`src/rtl/mult_pkg.sv`:
```
// Shared definitions for the systolic matrix-vector multiplier and its
// downstream result drain: default geometry, result word width and the
// drain state encoding.
package mult_pkg;

  // Default number of lanes / result words.
  localparam int DEF_N     = 8;
  // Default operand width.
  localparam int DEF_WIDTH = 8;
  // Accumulator / result word width, shared with the multiplier.
  localparam int RES_W     = 3 * DEF_WIDTH;

  typedef enum logic [2:0] {
    IDLE   = 3'd0,
    ARMED  = 3'd1,
    SETTLE = 3'd2,
    DRAIN  = 3'd3,
    CLEAR  = 3'd4
  } drain_state_e;

endpackage

```
`src/rtl/result_drain.sv`:
```
// result_drain: downstream stage of the systolic matrix-vector multiplier.
// After a job is armed it waits for a fresh rising edge of the multiplier's
// done level, lets the last MAC lanes settle for SETTLE_CYC cycles, snapshots
// all N accumulators and streams them one word per valid/ready handshake.
// Once the last word is accepted it pulses clr to the multiplier for one cycle.
//
// Ports:
//   clk         system clock
//   rst         synchronous, active-high reset
//   arm         one-cycle pulse when a job's En is issued
//   done        multiplier done level (all FIFOs empty)
//   C           N accumulator outputs, lane i on C[i]
//   res_ready   consumer ready
//   res_valid   result word valid
//   res_data    result word (snapshot of lane res_idx)
//   res_idx     lane index of res_data
//   clr         one-cycle clear pulse to the multiplier
//   busy        high whenever the drain is not idle
//   drain_done  one-cycle pulse after the last word is accepted
//   ovr         sticky protocol-error flag (arm while busy, or a done rise
//               after the settle period has started)
module result_drain
  import mult_pkg::*;
#(
  parameter int N          = DEF_N,
  parameter int WIDTH      = DEF_WIDTH,
  parameter int SETTLE_CYC = 9
) (
  input  logic                          clk,
  input  logic                          rst,
  input  logic                          arm,
  input  logic                          done,
  input  logic [N-1:0][3*WIDTH-1:0]     C,
  input  logic                          res_ready,
  output logic                          res_valid,
  output logic [3*WIDTH-1:0]            res_data,
  output logic [$clog2(N)-1:0]          res_idx,
  output logic                          clr,
  output logic                          busy,
  output logic                          drain_done,
  output logic                          ovr
);

  localparam int RW = 3 * WIDTH;
  localparam int IW = $clog2(N);
  localparam logic [IW-1:0] LAST_IDX    = IW'(N - 1);
  localparam logic [7:0]    SETTLE_LOAD = (SETTLE_CYC > 0) ? 8'(SETTLE_CYC - 1) : 8'd0;

  drain_state_e           state_r;
  drain_state_e           state_nxt_s;
  logic                   done_q_r;
  logic                   rise_s;
  logic [7:0]             cnt_r;
  logic [7:0]             cnt_nxt_s;
  logic [IW-1:0]          idx_r;
  logic [IW-1:0]          idx_nxt_s;
  logic                   capture_s;
  logic                   ovr_set_s;
  logic [N-1:0][RW-1:0]   snap_r;

  logic                   res_valid_r;
  logic [RW-1:0]          res_data_r;
  logic [IW-1:0]          res_idx_r;
  logic                   clr_r;
  logic                   busy_r;
  logic                   drain_done_r;
  logic                   ovr_r;

  // Only a fresh 0->1 transition of done counts; a level left high by the
  // previous job is ignored.
  assign rise_s = done & ~done_q_r;

  // Next-state, counter, index and protocol-error decode.
  always_comb begin
    state_nxt_s = state_r;
    cnt_nxt_s   = cnt_r;
    idx_nxt_s   = idx_r;
    capture_s   = 1'b0;
    ovr_set_s   = 1'b0;

    case (state_r)
      IDLE: begin
        // A rise coinciding with arm is not consumed here.
        if (arm) begin
          state_nxt_s = ARMED;
        end else begin
          state_nxt_s = IDLE;
        end
      end
      ARMED: begin
        if (rise_s) begin
          if (SETTLE_CYC == 0) begin
            capture_s   = 1'b1;
            idx_nxt_s   = {IW{1'b0}};
            state_nxt_s = DRAIN;
          end else begin
            cnt_nxt_s   = SETTLE_LOAD;
            state_nxt_s = SETTLE;
          end
        end else begin
          state_nxt_s = ARMED;
        end
      end
      SETTLE: begin
        if (cnt_r == 8'd0) begin
          capture_s   = 1'b1;
          idx_nxt_s   = {IW{1'b0}};
          state_nxt_s = DRAIN;
        end else begin
          cnt_nxt_s   = cnt_r - 8'd1;
        end
      end
      DRAIN: begin
        // res_valid is always high in DRAIN, so ready alone marks a handshake.
        if (res_ready) begin
          if (idx_r == LAST_IDX) begin
            idx_nxt_s   = {IW{1'b0}};
            state_nxt_s = CLEAR;
          end else begin
            idx_nxt_s   = idx_r + IW'(1);
          end
        end else begin
          idx_nxt_s = idx_r;
        end
      end
      CLEAR: begin
        state_nxt_s = IDLE;
      end
      default: begin
        state_nxt_s = IDLE;
      end
    endcase

    if ((arm && (state_r != IDLE)) ||
        (rise_s && ((state_r == SETTLE) || (state_r == DRAIN) || (state_r == CLEAR)))) begin
      ovr_set_s = 1'b1;
    end else begin
      ovr_set_s = 1'b0;
    end
  end

  // State, snapshot bank and registered outputs. Outputs are computed from the
  // next state so they line up with the state they describe; in the capture
  // cycle word 0 is taken straight from C since snap_r is loaded on that edge.
  always_ff @(posedge clk) begin
    if (rst) begin
      state_r      <= IDLE;
      done_q_r     <= 1'b0;
      cnt_r        <= 8'd0;
      idx_r        <= {IW{1'b0}};
      snap_r       <= {(N*RW){1'b0}};
      res_valid_r  <= 1'b0;
      res_data_r   <= {RW{1'b0}};
      res_idx_r    <= {IW{1'b0}};
      clr_r        <= 1'b0;
      busy_r       <= 1'b0;
      drain_done_r <= 1'b0;
      ovr_r        <= 1'b0;
    end else begin
      state_r  <= state_nxt_s;
      done_q_r <= done;
      cnt_r    <= cnt_nxt_s;
      idx_r    <= idx_nxt_s;
      if (capture_s) begin
        snap_r <= C;
      end else begin
        snap_r <= snap_r;
      end
      ovr_r        <= ovr_r | ovr_set_s;
      res_valid_r  <= (state_nxt_s == DRAIN);
      if (state_nxt_s == DRAIN) begin
        res_idx_r  <= idx_nxt_s;
        res_data_r <= capture_s ? C[idx_nxt_s] : snap_r[idx_nxt_s];
      end else begin
        res_idx_r  <= {IW{1'b0}};
        res_data_r <= {RW{1'b0}};
      end
      clr_r        <= (state_nxt_s == CLEAR);
      drain_done_r <= (state_nxt_s == CLEAR);
      busy_r       <= (state_nxt_s != IDLE);
    end
  end

  assign res_valid  = res_valid_r;
  assign res_data   = res_data_r;
  assign res_idx    = res_idx_r;
  assign clr        = clr_r;
  assign busy       = busy_r;
  assign drain_done = drain_done_r;
  assign ovr        = ovr_r;

endmodule
```
`config.mk`:
```
export PLATFORM = sky130hd
export DESIGN_NAME = result_drain
export DESIGN_NICKNAME = d
export VERILOG_FILES = /design/src/rtl/mult_pkg.sv /design/src/rtl/result_drain.sv
export SDC_FILE = /design/constraint.sdc
export NUM_CORES = 1
export LEC_CHECK = 0
export ABC_CLOCK_PERIOD_IN_PS = 5600
export BUFFER_PORTS_ARGS = -buffer_cell sky130_fd_sc_hd__buf_2
export CORE_ASPECT_RATIO = 0.75
export CORE_MARGIN = 4
export CORE_UTILIZATION = 60
export CTS_BUF_LIST = sky130_fd_sc_hd__clkbuf_4
export DETAILED_ROUTE_END_ITERATION = 8
export GPL_ROUTABILITY_DRIVEN = 1
export GPL_TIMING_DRIVEN = 0
export PLACE_DENSITY = 0.85
export RECOVER_POWER = 100
export SLEW_MARGIN = 20
export SYNTH_ARGS = -nofsm -noshare
export SYNTH_HDL_FRONTEND = slang
export SYNTH_SLANG_ARGS = --single-unit
```
`constraint.sdc`:
```
create_clock -name clk -period 5.6 [get_ports clk]
set_input_delay 1.12 -clock clk [delete_from_list [all_inputs] [get_ports clk]]
set_output_delay 1.12 -clock clk [all_outputs]
set_load 0.01 [all_outputs]
```
Word-level counts from Yosys, hierarchy flattened
Cells that the tools add are included.

word-level totals
  bits in registers = 238
  latch bits = 0
  bits in writable memories = 0
  bits in read-only memories = 0
  output and inout port bits = 32
  memories = 0

operators by class
  add/sub/neg operators = 2
  multiply operators = 0
  divide/modulo/power cells = 0
  magnitude comparators = 1
  equal/unequal tests = 9
  shift operators = 0
  muxes and demuxes = 21
  bitwise logic cells = 4
  reduce and logical (&&, ||, !) cells = 12

operator list
  operator               count
  $bmux W24 S3           2
  $mux W24               3
  $mux W3                6
  $mux W8                2
  $pmux W8 S2            1
  $pmux W3 S4            1
  $eq A3 B2 Y1 const B   3
  $eq A3 B3 Y1 const B   3
  $logic_not A8 Y1       1
  $sub A8 B1 Y8 const B  1
  $pmux W3 S2            1
  $reduce_bool A3 Y1     2
  $lt A3 B4 Y1 const B   1
  $mux W1                4
  $ne A2 B2 Y1 const B   2
  $add A3 B1 Y3 const B  1
  $eq A3 B1 Y1 const B   1
  $logic_not A3 Y1       1
  $logic_or A1 B1 Y1     3
  $reduce_and A3 Y1      1
  $logic_and A1 B1 Y1    2
  $mux W2                1
  $not A1 Y1             2
  $reduce_bool A2 Y1     1
  other kinds (3)        3

Logic depth before layout (Yosys ltp)
  word-level depth = 7
  mapped depth = 10
  depth with buffers taken out = 8

Worst setup path before layout
OpenSTA, ideal clock, no wires.

  path type = input to register
  start = input port res_ready
  end = register res_data_r[10] (netlist: res_data[10])
  library setup time = 133 ps
  arrival = 2673 ps
  slack = 2794 ps
  stages on the path = 7
  cell sequence = nand4b_1 mux2i_1 buf_2 buf_4 mux4_2 nand2_1 o2111ai_1

between the ends
  cells in the longest elaborated chain, start to end = 5
  elaborated cells between the ends (all ways) = 12

ends and longest elaborated chain
  item                                                          line                                      source
  from (decl)                                                   result_drain.sv:34                        input logic res_ready,
  $mux W3                                                       result_drain.sv:115                       if (res_ready) begin
  $pmux W3 S2 or $pmux W3 S4 (tied branches)                    result_drain.sv:81                        case (state_r)
  $bmux W24 S3 or $eq A3 B2 Y1 (tied branches)                  result_drain.sv:173, result_drain.sv:171
  $mux W24 (not written as such) or $not A1 Y1 (tied branches)  -
  $mux W24 or $reduce_or A2 Y1 (tied branches)                  -
  to (signal assigned)                                          result_drain.sv:153                       res_data_r <= {RW{1'b0}};
  to (signal assigned)                                          result_drain.sv:173                       res_data_r <= capture_s ? C[idx_nxt_s] : snap_r[idx_nxt_s];
  to (signal assigned)                                          result_drain.sv:176                       res_data_r <= {RW{1'b0}};
  to (decl)                                                     result_drain.sv:62                        logic [RW-1:0] res_data_r;

Several ways; a longest one is shown, not always the timed one. The select of a mux whose other input is x is not followed.
A chain may end at the register's enable or synchronous reset.

Final worst setup path
  start = register cnt_r[0]
  end = register snap_r[72] (netlist name)

between the ends
  cells in the longest elaborated chain, start to end = 3

ends and longest elaborated chain
  item                    line                 source
  from (decl)             result_drain.sv:53   logic [7:0] cnt_r;
  from (signal assigned)  result_drain.sv:162  cnt_r <= cnt_nxt_s;
  $logic_not A8 Y1        result_drain.sv:105  if (cnt_r == 8'd0) begin
  $mux W1                 result_drain.sv:105
  $mux W1                 result_drain.sv:81
  to (signal assigned)    result_drain.sv:151  snap_r <= {(N*RW){1'b0}};
  to (signal assigned)    result_drain.sv:167  snap_r <= snap_r;
  to (decl)               result_drain.sv:59   logic [N-1:0][RW-1:0] snap_r;

No other way between the ends.

==> metrics <==
RSZ-0062 raised after global routing=no; Hold Path Class=flop to flop; # rows=40; Max stage delay on crit path=0.58 ns; DPL Wire Length=23100 um; Slew Limit Fails=0; crit path capture type=flop; yosys synthesis warning count=0; CP startpoint kind=flop; hold buffer count at cts=0; ys async rst share=0%; Core Util, Final=73.7%; die height=121 um; setup violators final=0; DRT Pass-1 Iters=5; Inserted Clock Buffers=53; power density cells=290 nW/um2; via count=9791; CTS Sinks=238; Synth top area share=46.7%; gpl congestion=0.926; Crit path required time=approximately 6 ns; share of cells above drive strength 1=25.0%; Worst Setup SP=cnt_r[0]; drt wl/cell=18.0 um; Mean Syn Cell Area=approximately 8.5 um2; CP top delay family=buffers and inverters; top_reg_cell synth=dfxtp_1; Post-DRT Antenna Nets=0; routed vias/inst=5.70; Slew @ Worst Pin=~0.84 ns; Power Total=3.49 mW; die area=~19000 um2; top post-synthesis cells by area=dfxtp_1 (47%), nand2_1 (16%), a21oi_1 (8.8%); final wirelength=30900 um; Clock Latency Late Sink=0.64 ns; Hold Path Depth=2; Final Skew=0.0264 ns; total gr overflow=0; cell taking the most area after synthesis=dfxtp_1; Post-CTS Setup Inserts=0; Final min period=3.59 ns; status=finished clean; initial DRC count=between 900 and 1000; worst reg2reg endpoint=snap_r[72]; die width=158 um; Worst-path clk slew=roughly 0.080 ns; IO buf count=~230; Starting Density=62.5%; Synth top cells by count=nand2_1 (444), dfxtp_1 (238), a21oi_1 (179); H-Tree Level Count=2; FMAX=~0.28 GHz; critical path class=flop to flop; Core Region=16300 um2; number of global-route vias before repair=between 9000 and 10000; Mapped Nets=1394; Cells after Synth=around 1200; register area share after synthesis=46.7%; Slew HR=43.9%; Tcrit/Tclk final=64.2%; Min-Delay Startpoint=snap_r[172]; DRC Markers=0; Fin. Hold Viols=0; post-synthesis cell type count=45; count leader, synth=nand2_1; CP max FO=10; Hold EP=snap_r[172]; filler instances=1315; Netlist Area Pre-Place=10200 um2; post-cts gate resize count=0; total track usage=between 30% and 40%; IO Count=229; Area growth syn-to-layout=18.0%; crit-path cells=inv_1, ha_1, or3b_2, nor4_1, clkbuf_1, clkbuf_1, clkbuf_1, nand2_1, a21oi_1; WP buf/inv=4; CP most frequent cell=clkbuf_1; Post-synth EDFFs=0; slowest stage cell, crit path=clkbuf_1; CP arrival=4.17 ns; largest net degree at the start of global routing=14; MaxCap Viol Count=0; antenna violations before repair=1; FF-to-FF setup slack=2.01 ns; clock tree root driver cell=clkbuf_4; first-pass GRT wire length=47300 um; Critical R2R Launch=cnt_r[0]; Setup TNS Final=0 ns; Synth Register Bits=approximately 240; Worst VDD drop=0.187 mV; Final nets=1677; Reg2Reg Depth=9; Max Root-Sink Buffers=3; TritonCTS clock tree=built; standby leakage power=4.54 nW
cell families after synthesis:
group,share of synthesized area [%]
multiplexers,13.1
AND/OR/NAND/NOR,20.7
buffers and inverters,5.87
AO/OA/AOI/OAI,12.7
XOR/XNOR,0.516
flip-flops,46.7
adder cells (fa/ha/maj),0.368
worst min-delay path, stage by stage (launching register included):
cell and delay (ns):
dfxtp_1 0.31, nand2_1 0.05, a21oi_1 0.05
stage by stage:
stage	hold slack, ns	std cells	worst slack (ns)	instance area, um2
6_report	0.454	1719	2.01	12000
5_1_grt	0.469	1719	1.82	12000
3_5_place_dp	0.443	1632	2.19	11600
4_1_cts	0.455	1718	2.83	12200
2_1_floorplan	0.433	1194	2.79	10200
3_3_place_gp	0.431	1632	2.22	11600
worst max-delay path by stage:
| stage | cells past startpoint | slack (ns) | to |
|---|---|---|---|
| final | 9 | 2.01 | snap_r[72] |
| after global routing | 9 | 1.82 | snap_r[72] |
| after CTS | 10 | 2.83 | res_data[5] |
| after detailed placement | 8 | 2.19 | res_data[5] |
| after global placement | 8 | 2.22 | res_data[5] |
| after floorplan | 7 | 2.79 | res_data[10] |
final cells by class:
class                   instances  area (um2)  share of cell area (%)
flip-flops and latches        238        4760                    39.6
clock inverters                16        65.1                   0.541
plain buffers                  90         470                    3.91
repair buffers                228        1100                    9.14
inverters                       3        11.3                  0.0936
multi-input cells             863        4830                    40.1
clock buffers                  70         526                    4.37
well taps                     210         263                    2.18
diodes                          1        2.50                  0.0208
layer usage:
metal | wire, um | track usage, % | part of all wire, % | up-vias
met2 | 13500 | 46.9 | 44 | 583
met4 | 971 | 11.9 | 3.1 | 0
li1 | - | - | - | 4605
met1 | 13200 | 44.7 | 43 | 4524
met3 | 3290 | 6.02 | 11 | 79
met5 | 0 | 0 | 0 | -
power breakdown:
group	switching, mW	internal [mW]	total [mW]
Combinational	0.258	0.181	0.440
Sequential	0.0413	1.76	1.80
Clock	0.669	0.578	1.25
registers in the layout (all words and copies together), names as in the netlist:
signal      flops
drain_done      1
res_valid       1
res_data       24
res_idx         3
idx_r           3
snap_r        192
busy            1
cnt_r           8
ovr             1
state_r         3
done_q_r        1
layout by cell type, fill, tap and decap left out, drive strengths merged, types with 3 or more instances in the layout:
master / netlist / routed
o2111ai: 24 / 24
inv: 3 / 4
nor2: 17 / 17
o21ai: 25 / 25
buf: 57 / 224
nor3: 8 / 8
nand2b: 3 / 3
nand2: 444 / 444
dfxtp: 238 / 238
mux2: 51 / 51
ha: 3 / 3
xor2: 4 / 4
mux4: 23 / 23
clkbuf: 33 / 164
clkinv: 0 / 15
nand3: 6 / 6
nor2b: 27 / 27
mux2i: 24 / 24
a21oi: 180 / 180
Note: power is estimated with default switching activity, not from simulation.
